===== config.mk =====
export PLATFORM = sky130hd
export DESIGN_NAME = dino_vga_renderer
export DESIGN_NICKNAME = d
export VERILOG_FILES = /design/src/rtl/dino_vga_renderer_pkg.sv /design/src/rtl/dino_vga_renderer_sprite_rom.sv /design/src/rtl/dino_vga_renderer.sv
export SDC_FILE = /design/constraint.sdc
export NUM_CORES = 1
export LEC_CHECK = 0
export ABC_AREA = 1
export ABC_CLOCK_PERIOD_IN_PS = 3800
export CORE_MARGIN = 2
export CORE_UTILIZATION = 45
export CTS_CLUSTER_SIZE = 28
export DETAILED_ROUTE_END_ITERATION = 10
export PLACE_DENSITY = 0.68
export SLEW_MARGIN = 20
export SYNTH_ARGS = -nofsm -noshare
export SYNTH_HDL_FRONTEND = slang
export SYNTH_HIERARCHICAL = 1
export SYNTH_SLANG_ARGS = --single-unit

===== constraint.sdc =====
create_clock -name vga_clk -period 3.8 [get_ports vga_clk]
set_input_delay 0.95 -clock vga_clk [delete_from_list [all_inputs] [get_ports vga_clk]]
set_output_delay 0.95 -clock vga_clk [all_outputs]
set_load 0.02 [all_outputs]

===== src/rtl/dino_vga_renderer_pkg.sv =====
// Shared constants, types and sprite artwork for the dino VGA renderer.
package dino_vga_renderer_pkg;

    // Pixel format
    localparam int COLOR_W = 4;
    localparam int RGB_W   = 3 * COLOR_W;

    // Counter / coordinate widths (coordinates are signed so boxes clip at x=0)
    localparam int CNT_W = 11;
    localparam int CRD_W = 13;

    // VGA porch and sync widths (active sizes are top-level parameters)
    localparam int H_FRONT_PORCH = 16;
    localparam int H_SYNC_WIDTH  = 96;
    localparam int H_BACK_PORCH  = 48;
    localparam int V_FRONT_PORCH = 10;
    localparam int V_SYNC_WIDTH  = 2;
    localparam int V_BACK_PORCH  = 33;

    // Scene placement
    localparam int DINO_SCREEN_X   = 48;
    localparam int GROUND_SCREEN_Y = 8;

    // Sprite geometry
    localparam int DINO_BITMAP_SIZE_X       = 32;
    localparam int DINO_BITMAP_SIZE_Y       = 32;
    localparam int DINO_BITMAP_CENTER_X     = 16;
    localparam int DINO_BITMAP_CENTER_Y     = 16;
    localparam int OBSTACLE_BITMAP_SIZE_X   = 16;
    localparam int OBSTACLE_BITMAP_SIZE_Y   = 32;
    localparam int OBSTACLE_BITMAP_CENTER_X = 8;
    localparam int OBSTACLE_BITMAP_CENTER_Y = 16;

    localparam int DINO_ROW_W = $clog2(DINO_BITMAP_SIZE_Y);
    localparam int DINO_COL_W = $clog2(DINO_BITMAP_SIZE_X);
    localparam int OBS_ROW_W  = $clog2(OBSTACLE_BITMAP_SIZE_Y);
    localparam int OBS_COL_W  = $clog2(OBSTACLE_BITMAP_SIZE_X);

    // Animation frame codes; the code doubles as the dino ROM page
    typedef enum logic [1:0] {
        DINO_RUNNING_1 = 2'd0,
        DINO_RUNNING_2 = 2'd1,
        DINO_JUMPING   = 2'd2,
        DINO_DEAD      = 2'd3
    } dino_state_e;

    // Colours {R,G,B}
    localparam logic [RGB_W-1:0] COLOR_FG      = 12'h555;
    localparam logic [RGB_W-1:0] COLOR_BG      = 12'hFFF;
    localparam logic [RGB_W-1:0] COLOR_BG_OVER = 12'hFCC;

    // Per-pixel control carried alongside the ROM read
    typedef struct packed {
        logic active;
        logic hsync;
        logic vsync;
        logic in_dino;
        logic in_obstacle;
        logic ground;
        logic game_over;
    } pix_ctl_t;

    localparam pix_ctl_t PIX_CTL_RESET = '{active: 1'b0, hsync: 1'b1, vsync: 1'b1,
                                           in_dino: 1'b0, in_obstacle: 1'b0,
                                           ground: 1'b0, game_over: 1'b0};

    // Dino artwork: diagonal stripe pattern, shifted per page so frames differ
    function automatic logic dino_rom_bit(input logic [1:0]            page,
                                          input logic [DINO_ROW_W-1:0] row,
                                          input logic [DINO_COL_W-1:0] col);
        logic [6:0] s;
        s = 7'(row) + 7'(col) + 7'(page);
        return (s % 7'd3) != 7'd0;
    endfunction

    // Obstacle artwork: steeper stripe pattern
    function automatic logic obstacle_rom_bit(input logic [OBS_ROW_W-1:0] row,
                                              input logic [OBS_COL_W-1:0] col);
        logic [6:0] s;
        s = 7'(row) + {2'b00, col, 1'b0};
        return (s % 7'd5) != 7'd0;
    endfunction

endpackage


===== src/rtl/dino_vga_renderer_sprite_rom.sv =====
// Sprite ROM: 4 dino pages of 32x32 and one 16x32 obstacle, 1-cycle read.
module dino_vga_renderer_sprite_rom
    import dino_vga_renderer_pkg::*;
(
    input  logic                  vga_clk,
    input  logic                  rst_n,
    input  logic [1:0]            dino_page,
    input  logic [DINO_ROW_W-1:0] dino_row,
    input  logic [DINO_COL_W-1:0] dino_col,
    input  logic [OBS_ROW_W-1:0]  obstacle_row,
    input  logic [OBS_COL_W-1:0]  obstacle_col,
    output logic                  dino_bit,
    output logic                  obstacle_bit
);

    // Registered lookup; clears with the rest of the pixel pipeline
    always_ff @(posedge vga_clk or negedge rst_n) begin
        if (!rst_n) begin
            dino_bit     <= 1'b0;
            obstacle_bit <= 1'b0;
        end else begin
            dino_bit     <= dino_rom_bit(dino_page, dino_row, dino_col);
            obstacle_bit <= obstacle_rom_bit(obstacle_row, obstacle_col);
        end
    end

endmodule


===== src/rtl/dino_vga_renderer.sv =====
// VGA renderer: timing counters, per-frame state snapshot, sprite compositing.
// Latency from counter value to hsync/vsync/rgb is two cycles.
module dino_vga_renderer
    import dino_vga_renderer_pkg::*;
#(
    parameter int H_ACTIVE = 640,
    parameter int V_ACTIVE = 480
) (
    input  logic             vga_clk,
    input  logic             rst_n,
    input  logic [11:0]      dino_y,
    input  logic [11:0]      obstacle_x,
    input  logic [1:0]       dino_state,
    input  logic             game_over,
    output logic             hsync,
    output logic             vsync,
    output logic [RGB_W-1:0] rgb,
    output logic             frame_tick
);

    localparam int H_TOTAL      = H_ACTIVE + H_FRONT_PORCH + H_SYNC_WIDTH + H_BACK_PORCH;
    localparam int V_TOTAL      = V_ACTIVE + V_FRONT_PORCH + V_SYNC_WIDTH + V_BACK_PORCH;
    localparam int H_SYNC_START = H_ACTIVE + H_FRONT_PORCH;
    localparam int V_SYNC_START = V_ACTIVE + V_FRONT_PORCH;

    localparam logic [CNT_W-1:0] H_LAST  = CNT_W'(H_TOTAL - 1);
    localparam logic [CNT_W-1:0] V_LAST  = CNT_W'(V_TOTAL - 1);
    localparam logic [CNT_W-1:0] H_ACT_C = CNT_W'(H_ACTIVE);
    localparam logic [CNT_W-1:0] V_ACT_C = CNT_W'(V_ACTIVE);
    localparam logic [CNT_W-1:0] HS_BEG  = CNT_W'(H_SYNC_START);
    localparam logic [CNT_W-1:0] HS_END  = CNT_W'(H_SYNC_START + H_SYNC_WIDTH);
    localparam logic [CNT_W-1:0] VS_BEG  = CNT_W'(V_SYNC_START);
    localparam logic [CNT_W-1:0] VS_END  = CNT_W'(V_SYNC_START + V_SYNC_WIDTH);

    localparam logic signed [CRD_W-1:0] WY_TOP      = CRD_W'(V_ACTIVE - 1);
    localparam logic signed [CRD_W-1:0] DINO_LEFT   = CRD_W'(DINO_SCREEN_X - DINO_BITMAP_CENTER_X);
    localparam logic signed [CRD_W-1:0] DINO_W_S    = CRD_W'(DINO_BITMAP_SIZE_X);
    localparam logic signed [CRD_W-1:0] DINO_H_S    = CRD_W'(DINO_BITMAP_SIZE_Y);
    localparam logic signed [CRD_W-1:0] OBS_CX_S    = CRD_W'(OBSTACLE_BITMAP_CENTER_X);
    localparam logic signed [CRD_W-1:0] OBS_W_S     = CRD_W'(OBSTACLE_BITMAP_SIZE_X);
    localparam logic signed [CRD_W-1:0] OBS_H_S     = CRD_W'(OBSTACLE_BITMAP_SIZE_Y);
    localparam logic signed [CRD_W-1:0] GROUND_S    = CRD_W'(GROUND_SCREEN_Y);
    localparam logic signed [CRD_W-1:0] GROUND_LN_S = CRD_W'(GROUND_SCREEN_Y - 1);

    localparam logic [DINO_ROW_W-1:0] DINO_LAST_ROW = DINO_ROW_W'(DINO_BITMAP_SIZE_Y - 1);
    localparam logic [OBS_ROW_W-1:0]  OBS_LAST_ROW  = OBS_ROW_W'(OBSTACLE_BITMAP_SIZE_Y - 1);

    // S0: raster position
    logic [CNT_W-1:0] h_cnt, v_cnt;

    // Frame-stable copies of the game state
    logic [11:0] sh_dino_y, sh_obstacle_x;
    logic [1:0]  sh_dino_state;
    logic        sh_game_over;

    // S0 geometry (signed; differences keep off-screen boxes from wrapping)
    logic signed [CRD_W-1:0] px, wy, dino_dx, dino_dy, obs_left, obs_dx, obs_dy;

    pix_ctl_t                s0_ctl, s1_ctl;
    logic [1:0]              dino_page;
    logic [DINO_ROW_W-1:0]   dino_row;
    logic [DINO_COL_W-1:0]   dino_col;
    logic [OBS_ROW_W-1:0]    obstacle_row;
    logic [OBS_COL_W-1:0]    obstacle_col;
    logic                    dino_bit, obstacle_bit, fg;

    // Raster counters: h wraps at end of line and advances v
    always_ff @(posedge vga_clk or negedge rst_n) begin
        if (!rst_n) begin
            h_cnt <= '0;
            v_cnt <= '0;
        end else if (h_cnt == H_LAST) begin
            h_cnt <= '0;
            v_cnt <= (v_cnt == V_LAST) ? '0 : v_cnt + 1'b1;
        end else begin
            h_cnt <= h_cnt + 1'b1;
        end
    end

    assign frame_tick = (h_cnt == '0) && (v_cnt == V_ACT_C);

    // Snapshot game state once per frame, at the start of vertical blank
    always_ff @(posedge vga_clk or negedge rst_n) begin
        if (!rst_n) begin
            sh_dino_y     <= 12'(GROUND_SCREEN_Y);
            sh_obstacle_x <= '0;
            sh_dino_state <= DINO_RUNNING_1;
            sh_game_over  <= 1'b0;
        end else if (frame_tick) begin
            sh_dino_y     <= dino_y;
            sh_obstacle_x <= obstacle_x;
            sh_dino_state <= dino_state;
            sh_game_over  <= game_over;
        end
    end

    // S0: sync/active decode, box tests and ROM addressing
    always_comb begin
        px       = CRD_W'(h_cnt);
        wy       = WY_TOP - CRD_W'(v_cnt);
        dino_dx  = px - DINO_LEFT;
        dino_dy  = wy - CRD_W'(sh_dino_y);
        obs_left = CRD_W'(sh_obstacle_x) - OBS_CX_S;
        obs_dx   = px - obs_left;
        obs_dy   = wy - GROUND_S;

        s0_ctl             = PIX_CTL_RESET;
        s0_ctl.active      = (h_cnt < H_ACT_C) && (v_cnt < V_ACT_C);
        s0_ctl.hsync       = !((h_cnt >= HS_BEG) && (h_cnt < HS_END));
        s0_ctl.vsync       = !((v_cnt >= VS_BEG) && (v_cnt < VS_END));
        s0_ctl.in_dino     = !dino_dx[CRD_W-1] && (dino_dx < DINO_W_S) &&
                             !dino_dy[CRD_W-1] && (dino_dy < DINO_H_S);
        s0_ctl.in_obstacle = !obs_dx[CRD_W-1] && (obs_dx < OBS_W_S) &&
                             !obs_dy[CRD_W-1] && (obs_dy < OBS_H_S);
        s0_ctl.ground      = (wy == GROUND_LN_S);
        s0_ctl.game_over   = sh_game_over;

        // Bitmap row 0 is the top of the sprite, world y grows upward
        dino_page    = sh_game_over ? 2'(DINO_DEAD) : sh_dino_state;
        dino_col     = dino_dx[DINO_COL_W-1:0];
        dino_row     = DINO_LAST_ROW - dino_dy[DINO_ROW_W-1:0];
        obstacle_col = obs_dx[OBS_COL_W-1:0];
        obstacle_row = OBS_LAST_ROW - obs_dy[OBS_ROW_W-1:0];
    end

    // S1: ROM read; registered alongside the control word below
    dino_vga_renderer_sprite_rom sprite_rom (
        .vga_clk      (vga_clk),
        .rst_n        (rst_n),
        .dino_page    (dino_page),
        .dino_row     (dino_row),
        .dino_col     (dino_col),
        .obstacle_row (obstacle_row),
        .obstacle_col (obstacle_col),
        .dino_bit     (dino_bit),
        .obstacle_bit (obstacle_bit)
    );

    // S1: carry the S0 decode in step with the ROM data
    always_ff @(posedge vga_clk or negedge rst_n) begin
        if (!rst_n) s1_ctl <= PIX_CTL_RESET;
        else        s1_ctl <= s0_ctl;
    end

    // Priority: dino > obstacle > ground line > background
    always_comb begin
        fg = 1'b0;
        if (s1_ctl.in_dino && dino_bit)              fg = 1'b1;
        else if (s1_ctl.in_obstacle && obstacle_bit) fg = 1'b1;
        else if (s1_ctl.ground)                      fg = 1'b1;
    end

    // S2: colour select and blanking, registered to the pins
    always_ff @(posedge vga_clk or negedge rst_n) begin
        if (!rst_n) begin
            hsync <= 1'b1;
            vsync <= 1'b1;
            rgb   <= '0;
        end else begin
            hsync <= s1_ctl.hsync;
            vsync <= s1_ctl.vsync;
            if (!s1_ctl.active)       rgb <= '0;
            else if (fg)              rgb <= COLOR_FG;
            else if (s1_ctl.game_over) rgb <= COLOR_BG_OVER;
            else                      rgb <= COLOR_BG;
        end
    end

endmodule


After elaboration in Yosys (flattened, before gate mapping)
Cells that the tools add are included.

Bits in registers: 72.

$add $sub $neg: 13. Div/mod/pow operators: 2. Order comparisons: 10. Eq/ne operators: 4. Multiplexer cells: 9. Reductions and logical operators: 21.

Operators by type and width (number): $lt A13 B7 Y1 const B (2); $mux W12 (2); $add A11 B1 Y11 const B (2); $eq A11 B10 Y1 const B (2); $lt A11 B10 Y1 const B (2); $lt A11 B9 Y1 const B (2); $mux W11 (2); $reduce_bool A7 Y1 (2); $lt A13 B6 Y1 const B (1); $sub A12 B13 Y13 (1); $sub A12 B4 Y13 const B (1); $sub A12 B5 Y13 const B (1); $sub A13 B12 Y13 (1); $add A5 B5 Y6 (2); $eq A12 B4 Y1 const B (1); $logic_and A1 B1 Y1 (12); $lt A12 B7 Y1 const B (1); $sub A11 B6 Y12 const B (1); $sub A9 B11 Y12 const A (1); $eq A11 B9 Y1 const B (1); $ge A11 B10 Y1 const B (1); $ge A11 B9 Y1 const B (1); $logic_not A11 Y1 (1); $sub A5 B5 Y5 const A (2); other kinds (7) (14).

Logic depth before layout (Yosys ltp)
Depth in word-level cells: 7. Depth in mapped cells: 32. Depth with buffers taken out: 32.

Hierarchy
Netlist, hierarchy kept.

By module, submodules not included: dino_vga_renderer (times used 1, cells each 585, area an instance 4411.7 µm², sequential area each 1557.7 µm²); dino_vga_renderer_sprite_rom (times used 1, cells each 211, area an instance 1260.0 µm², sequential area each 50.0 µm²).

Worst setup path before layout
No wires, ideal clock.

Path type: register to register. Start: register h_cnt[1]. End: register sprite_rom.obstacle_bit. Library setup time: 118 ps. Arrival time: 4017 ps. Slack: -336 ps. Stages on the path, launching flop included: 27. Path buffers: 0. Clock period less this slack: 4136 ps. Cell sequence: dfrtp_1 -> ha_1 -> ha_1 -> fa_1 -> xor2_1 -> ha_1 -> nand3b_1 -> nand2_4 -> ha_1 -> a31oi_1 -> a21oi_4 -> nand2_4 -> nand3_1 -> nand2_2 -> nand2_2 -> nand2_2 -> nand2_2 -> nand2_1 -> nand2_2 -> ha_1 -> nand2_1 -> nor2_1 -> inv_1 -> nor2_1 -> nand3_1 -> nand2_1 -> nand2_1.

Word-level cells in the longest chain between the ends: 4.

RTL lines: from (decl) (RTL line dino_vga_renderer.sv:49) `logic [CNT_W-1:0] h_cnt, v_cnt;`; from (signal assigned) (RTL line dino_vga_renderer.sv:76) `h_cnt <= h_cnt + 1'b1;`; $sub A12 B13 Y13 (RTL line dino_vga_renderer.sv:104) `obs_dx = px - obs_left;`; named net obs_dx[3] (RTL line dino_vga_renderer.sv:57) `logic signed [CRD_W-1:0] px, wy, dino_dx, dino_dy, obs_left, obs_dx, obs_dy;`; $add A5 B5 Y6 (RTL line dino_vga_renderer_pkg.sv:80) `s = 7'(row) + {2'b00, col, 1'b0};`; $mod A7 B3 Y7 (RTL line dino_vga_renderer_pkg.sv:81) `return (s % 7'd5) != 7'd0;`; $reduce_bool A7 Y1 (RTL line dino_vga_renderer_pkg.sv:81); to (signal assigned) (RTL line dino_vga_renderer_sprite_rom.sv:23) `obstacle_bit <= obstacle_rom_bit(obstacle_row, obstacle_col);`; to (decl) (RTL line dino_vga_renderer_sprite_rom.sv:13) `output logic obstacle_bit`.

The timed path passes the listed nets, and every way through them passes these cells. A chain may end at the register's enable or synchronous reset.

Final worst setup path
Start: register v_cnt[0]. End: register sprite_rom.dino_bit.

Word-level cells in the longest chain between the ends: 7.

RTL lines: from (decl) (RTL line dino_vga_renderer.sv:49); from (signal assigned) (RTL line dino_vga_renderer.sv:74) `v_cnt <= (v_cnt == V_LAST) ? '0 : v_cnt + 1'b1;`; $sub A9 B11 Y12 (RTL line dino_vga_renderer.sv:100) `wy = WY_TOP - CRD_W'(v_cnt);`; $sub A13 B12 Y13 (RTL line dino_vga_renderer.sv:102) `dino_dy = wy - CRD_W'(sh_dino_y);`; $sub A5 B5 Y5 (RTL line dino_vga_renderer.sv:121) `dino_row = DINO_LAST_ROW - dino_dy[DINO_ROW_W-1:0];`; named net dino_row[1] (RTL line dino_vga_renderer.sv:61) `logic [DINO_ROW_W-1:0] dino_row;`; $add A5 B5 Y6 (RTL line dino_vga_renderer_pkg.sv:72) `s = 7'(row) + 7'(col) + 7'(page);`; $add A7 B2 Y7 (RTL line dino_vga_renderer_pkg.sv:72); $mod A7 B2 Y7 (RTL line dino_vga_renderer_pkg.sv:73) `return (s % 7'd3) != 7'd0;`; $reduce_bool A7 Y1 (RTL line dino_vga_renderer_pkg.sv:73); to (signal assigned) (RTL line dino_vga_renderer_sprite_rom.sv:22) `dino_bit <= dino_rom_bit(dino_page, dino_row, dino_col);`; to (decl) (RTL line dino_vga_renderer_sprite_rom.sv:12) `output logic dino_bit,`.

The timed path passes the listed nets, and every way through them passes these cells.

==> impl_metrics.py <==
metrics = {
    "setup_path": {
        "critical-path-max-stage-delay_ns": 0.49,
        "cp.arrival_ns": 4.35,
        "startpoint_type": "register",
        "crit_family": "adder cells",
        "worstSetupPathType": "reg -> reg",
        "endpoint_kind": "register",
        "cp_common_cell": "nand2_1",
        "required_ns": 4.08,
        "cpMaxStageDelayCell": "fa_1",
        "path_buf_inv": 6,
        "worst-path-max-fanout": 4,
    },
    "hold_path": {
        "hold_path_class": "reg -> reg",
    },
    "grt": {
        "grt_overflow": 0,
        "grt_max_degree": 49,
        "grt_pass1_vias": 4943,
        "antenna_found_initial": 0,
        "track_usage": 0.209,
        "grt_pass1_wl_um": 22500,
    },
    "finish": {
        "drive_gt1_frac": 0.205,
        "multi_input_area_um2": 3690,
        "layout_common_cells": "nand2_1, inv_1, buf_4",
        "final_common_cell": "nand2_1",
        "fin_nets": 1002,
        "ff_latch_area_um2": 1610,
        "final_core_util": 0.582,
        "area_delta_synth_final_pct": 27.9,
        "nFillCells": 1119,
        "antenna_cells": 0,
    },
    "sta": {
        "max_freq_ghz": 0.245,
        "min_period_ns": 4.07,
        "clock_skew_ns": 0.00780,
        "maxSlewHeadroom": 0.510,
        "worst_pin_slew_ns": 0.735,
        "setup_viol": 2,
        "rsz0062_at_grt": "true",
        "fin_ws_ns": -0.274,
        "fin_crit_sh": 1.07,
        "holdWs_ns": 0.355,
        "final_hold_viol_count": 0,
        "drv_slew": 0,
    },
    "route": {
        "vias": 5319,
        "drcViolationCount": 0,
        "vias_per_cell": 4.92,
        "first_pass_iters": 4,
        "ant_nets": 0,
        "routed_wirelength_um": 13300,
        "routedWlPerCell_um": 12.3,
        "drtIter0Drc": 356,
    },
    "pwr": {
        "ir_worst_vdd_mv": 0.193,
        "powerDensity_nw_per_um2": 219,
        "leakagePower_nw": 3.84,
        "fin_total_pwr_w": 0.00159,
    },
    "run_status": {
        "status": "complete, but fails checks",
        "violations": "setup timing",
    },
    "synth": {
        "synth_warnings": 6,
        "yosysTopAreaCell": "dfrtp_1",
        "yosys-top-cells-area": "dfrtp_1, nand2_1, ha_1",
        "ys.flop_type": "dfrtp_1",
        "syn_area_per_cell_um2": 7.13,
        "synth_seq_area_share": 0.283,
        "synth_area_um2": 5670,
        "async_flop_share": 1.00,
        "ys_types": 42,
        "synth_top_area_share": 0.260,
        "synth_nets": 894,
        "postSynthCellCount": 796,
        "synth_edf_count": 0,
        "ys_ff_latch": 64,
    },
    "floorplan": {
        "num_rows": 41,
        "io_pins": 44,
        "die-height_um": 116,
        "die_area_um2": 13500,
        "coreArea_um2": 12500,
        "die_x_um": 116,
        "start_util": 0.455,
    },
    "clock_network": {
        "cts_tree": "done",
        "cts.sinks": 64,
        "clockBufferDepth": 2,
        "htree_levels": 3,
        "cts-root-buf": "clkbuf_16",
        "cts_hold_buf": 0,
        "numCtsBuffers": 9,
        "cts.clk_slew.worst_paths_ns": 0.06,
        "worst_skew_pair.late_latency_ns": 0.34,
    },
    "placed_design": {
        "place_worst_setup_slack_ns": -0.268,
        "port_buffers": 43,
        "place_congestion": 0.887,
        "place.detailed.hpwl_um": 10200,
    },
    "flow_run": {
        "max_cap_violations": 0,
    },
}
==> per-stage QoR <==
step | std cells | area [um^2] | TNS (ns)
final | 1081 | 7250 | -0.320
after global placement | 1050 | 6690 | -0.370
after global routing | 1081 | 7250 | -0.848
after CTS | 1077 | 7160 | -0.349
after floorplan | 796 | 5740 | -0.315
after detailed placement | 1050 | 6690 | -0.505
==> path summary, 6_finish.rpt <==
kind,start,endpoint,slack (ns),cells past startpoint
hold reg to reg,s1_ctl[4],vsync,0.35,0
max in group asynchronous,rst_n,sh_dino_y[3],2.43,2
min in group asynchronous,rst_n,sh_obstacle_x[2],0.67,1
hold / removal,s1_ctl[4],vsync,0.35,0
setup / recovery,v_cnt[0],sprite_rom/dino_bit,-0.27,28
setup reg to reg,v_cnt[0],sprite_rom/dino_bit,-0.27,28
==> metal layers <==
| layer | part of all wire | up-vias | GRT usage | wire (um) |
|---|---|---|---|---|
| li1 | - | 2792 | - | - |
| met1 | 0.47 | 2415 | 0.285 | 6240 |
| met2 | 0.47 | 97 | 0.341 | 6290 |
| met3 | 0.040 | 15 | 0.0343 | 533 |
| met4 | 0.016 | 0 | 0.0667 | 210 |
| met5 | 0 | - | 0 | 0 |
==> sequential cells by signal, summed over array words and instances, names as in the netlist <==
name,flops
hsync,1
vsync,1
sprite_rom/dino_bit,1
sh_dino_y,12
s1_ctl,7
rgb,4
sh_game_over,1
v_cnt,11
sh_obstacle_x,12
sh_dino_state,2
h_cnt,11
sprite_rom/obstacle_bit,1
==> Yosys cell counts (7+ instances only) <==
master,instances
xor2_1,10
a21oi_1,31
nand3b_1,7
inv_1,113
nand3_1,59
ha_1,63
nor2_1,56
nand2_2,18
o21ai_0,40
buf_4,8
nand3_2,11
nand2_1,219
nand4_1,19
dfrtp_1,59
inv_2,9
nor3_1,12
==> cell families after synthesis <==
logic type,count (synthesis),synth area share
buffers and inverters,140,0.102
DFF,64,0.283
xor gates and xnor gates,15,0.0232
adders and majority gates,69,0.160
AOI/OAI and AO/OA,88,0.0854
and+or+nand+nor,420,0.346
==> final cells by class <==
class	instances	area share
Timing Repair Buffer	112	0.133
Tap cell	172	0.0297
Clock buffer	10	0.0329
Sequential cell	64	0.222
Inverter	125	0.0650
Clock inverter	6	0.00932
Multi-Input combinational cell	592	0.509
==> where the power goes <==
part	total [W]	switching, W	internal [W]
clock	0.000860	0.000333	0.000528
sequential	0.000682	0	0.000682
combinational	0.0000438	0.0000174	0.0000264
==> repair_timing <==
action                     in CTS  in global routing
setup endpoints to repair       2                  3
buffers inserted               11                  4
pin swaps                      31                 20
gates resized for setup        17                 18
Note: power is estimated with default switching activity, not from simulation.
==> edit (same settings) <==
Add an input register stage for `dino_y`, `obstacle_x`, `dino_state` and `game_over`; this delays them by one clock.
--- a/src/rtl/dino_vga_renderer.sv
+++ b/src/rtl/dino_vga_renderer.sv
@@ -45,6 +45,18 @@
     localparam logic [DINO_ROW_W-1:0] DINO_LAST_ROW = DINO_ROW_W'(DINO_BITMAP_SIZE_Y - 1);
     localparam logic [OBS_ROW_W-1:0]  OBS_LAST_ROW  = OBS_ROW_W'(OBSTACLE_BITMAP_SIZE_Y - 1);
 
+    logic [11:0] dino_y_q;
+    logic [11:0] obstacle_x_q;
+    logic [1:0] dino_state_q;
+    logic game_over_q;
+
+    always_ff @(posedge vga_clk) begin
+        dino_y_q     <= dino_y;
+        obstacle_x_q <= obstacle_x;
+        dino_state_q <= dino_state;
+        game_over_q  <= game_over;
+    end
+
     // S0: raster position
     logic [CNT_W-1:0] h_cnt, v_cnt;
 
@@ -87,10 +99,10 @@
             sh_dino_state <= DINO_RUNNING_1;
             sh_game_over  <= 1'b0;
         end else if (frame_tick) begin
-            sh_dino_y     <= dino_y;
-            sh_obstacle_x <= obstacle_x;
-            sh_dino_state <= dino_state;
-            sh_game_over  <= game_over;
+            sh_dino_y     <= dino_y_q;
+            sh_obstacle_x <= obstacle_x_q;
+            sh_dino_state <= dino_state_q;
+            sh_game_over  <= game_over_q;
         end
     end
 
Behaviour: no difference found for any inputs over 10 cycles, from zero or initial values and one cycle with rst_n low; that may be too few to reach the edited logic, so the function may still have changed.
==> edit against the original RTL <==
  * Critical path depth shrank 3
  * Area after synthesis grew 9.4%
  * Final cell count grew 0.46%
  * The flow still finishes with violations (negative setup slack)
  * Sequential cell count grew 27
  * Cell area grew 4.6%
  * Wire length grew 1.1%
  * Hold slack is essentially flat
  * First-iteration DRC count shrank 21%
  * Fmax grew 2.0%
  * Synthesized cell count grew 1.9%
  * Setup slack gained 0.079 ns
  * Sequential power grew 44%
  * Total power grew 19%
  * Highest routed layer unchanged
==> edit: results <==
[synthesis]
synth_common_cells = "nand2_1 (191), inv_1 (122), ha_1 (63), dfrtp_1 (59), nand3_1 (56)"
async_flop_share = 0.703
synth_area_leaders = "dfrtp_1 (24%), ha_1 (13%), nand2_1 (12%)"
post_synth_fa_ha_maj_area_fraction = 0.143
syn-num-nets = 908
synth_compound_area_frac = 0.0895
synth.avg_cell_area_sq_um = 7.65
yosys.cell_types.count = 49
seq_area_frac_synth = 0.346

[timing]
clock_skew_ns = 0.00745
setup_ws_ns = -0.195
worst_pin_slew_ns = 0.641
finalSetupViolCount = 2

[setup_path]
endpoint = "sprite_rom/obstacle_bit$_DFF_PN0_"
cpPeakStageDelay_ns = 0.59
r2r-end = "sprite_rom/obstacle_bit$_DFF_PN0_"
ff2ff_path_depth = 25
crit_start = "h_cnt[1]$_DFF_PN0_"
slowest_stage = "fa_2"

[final_layout]
stdcell_count = 1086
drive_above_1_share = 0.187
final.fill_count = 1273

[drt]
wirelength_microns = 13400
drt_iter0_drc = 280
num_vias = 5413
first_pass_iters = 5

[placed_design]
dp_hpwl_microns = 10500
place_area_sq_um = 7140
place_inst = 1062
place_congestion = 0.888
dpl_worst_slack_ns = -0.190

[pwr]
p_leak_nw = 3.79
ir_drop_v = 0.000284
p_int_w = 0.00148

[global_route]
grt.total_usage = 0.194

[status]
violations = "negative setup slack"
status = "finished with violations"
## edit: per-layer routing
layer / global-route usage / wire length [microns] / vias up
met5: 0 / 0 / -
met4: 0.0718 / 300 / 0
met3: 0.0315 / 536 / 20
met2: 0.312 / 6250 / 124
met1: 0.263 / 6340 / 2464
li1: - / - / 2805
## edit: kinds of logic after synthesis
kind of cell               after synthesis
buffers and inverters                  148
adders and majority gates               68
xor gates and xnor gates                19
DFF                                     91
AOI/OAI and AO/OA                       97
and+or+nand+nor                        388
## edit: stage by stage
stage / power [W] / TNS, ns / util / hold slack [ns]
2_1_floorplan: 0.00100 / -0.192 / - / 0.345
3_3_place_gp: 0.00104 / -0.104 / 0.535 / 0.347
3_5_place_dp: 0.00105 / -0.338 / 0.535 / 0.347
4_1_cts: 0.00190 / -0.335 / 0.557 / 0.356
5_1_grt: 0.00195 / -0.847 / 0.568 / 0.364
6_report: 0.00188 / -0.368 / 0.568 / 0.355
## edit: cell type report
type / instances / area share
Clock buffer: 12 / 0.0338
Clock inverter: 4 / 0.00346
Inverter: 133 / 0.0660
Multi-Input combinational cell: 572 / 0.474
Sequential cell: 91 / 0.283
Tap cell: 176 / 0.0290
Timing Repair Buffer: 98 / 0.110
## edit: power by group through the flow
stage / Combinational, W / Sequential, W / Clock (W)
after floorplan: 0.00000000184 / 0.00100 / 0
final: 0.0000412 / 0.000983 / 0.000856
after detailed placement: 0.0000429 / 0.00100 / 0
after global placement: 0.0000422 / 0.00100 / 0
after CTS: 0.0000430 / 0.000983 / 0.000877
after global routing: 0.0000467 / 0.000984 / 0.000922
## edit: timing repair
item	4_1_cts	5_1_grt
pin swaps	1	18
gates resized for setup	2	19
setup buffers	0	8
setup endpoints to repair	2	2
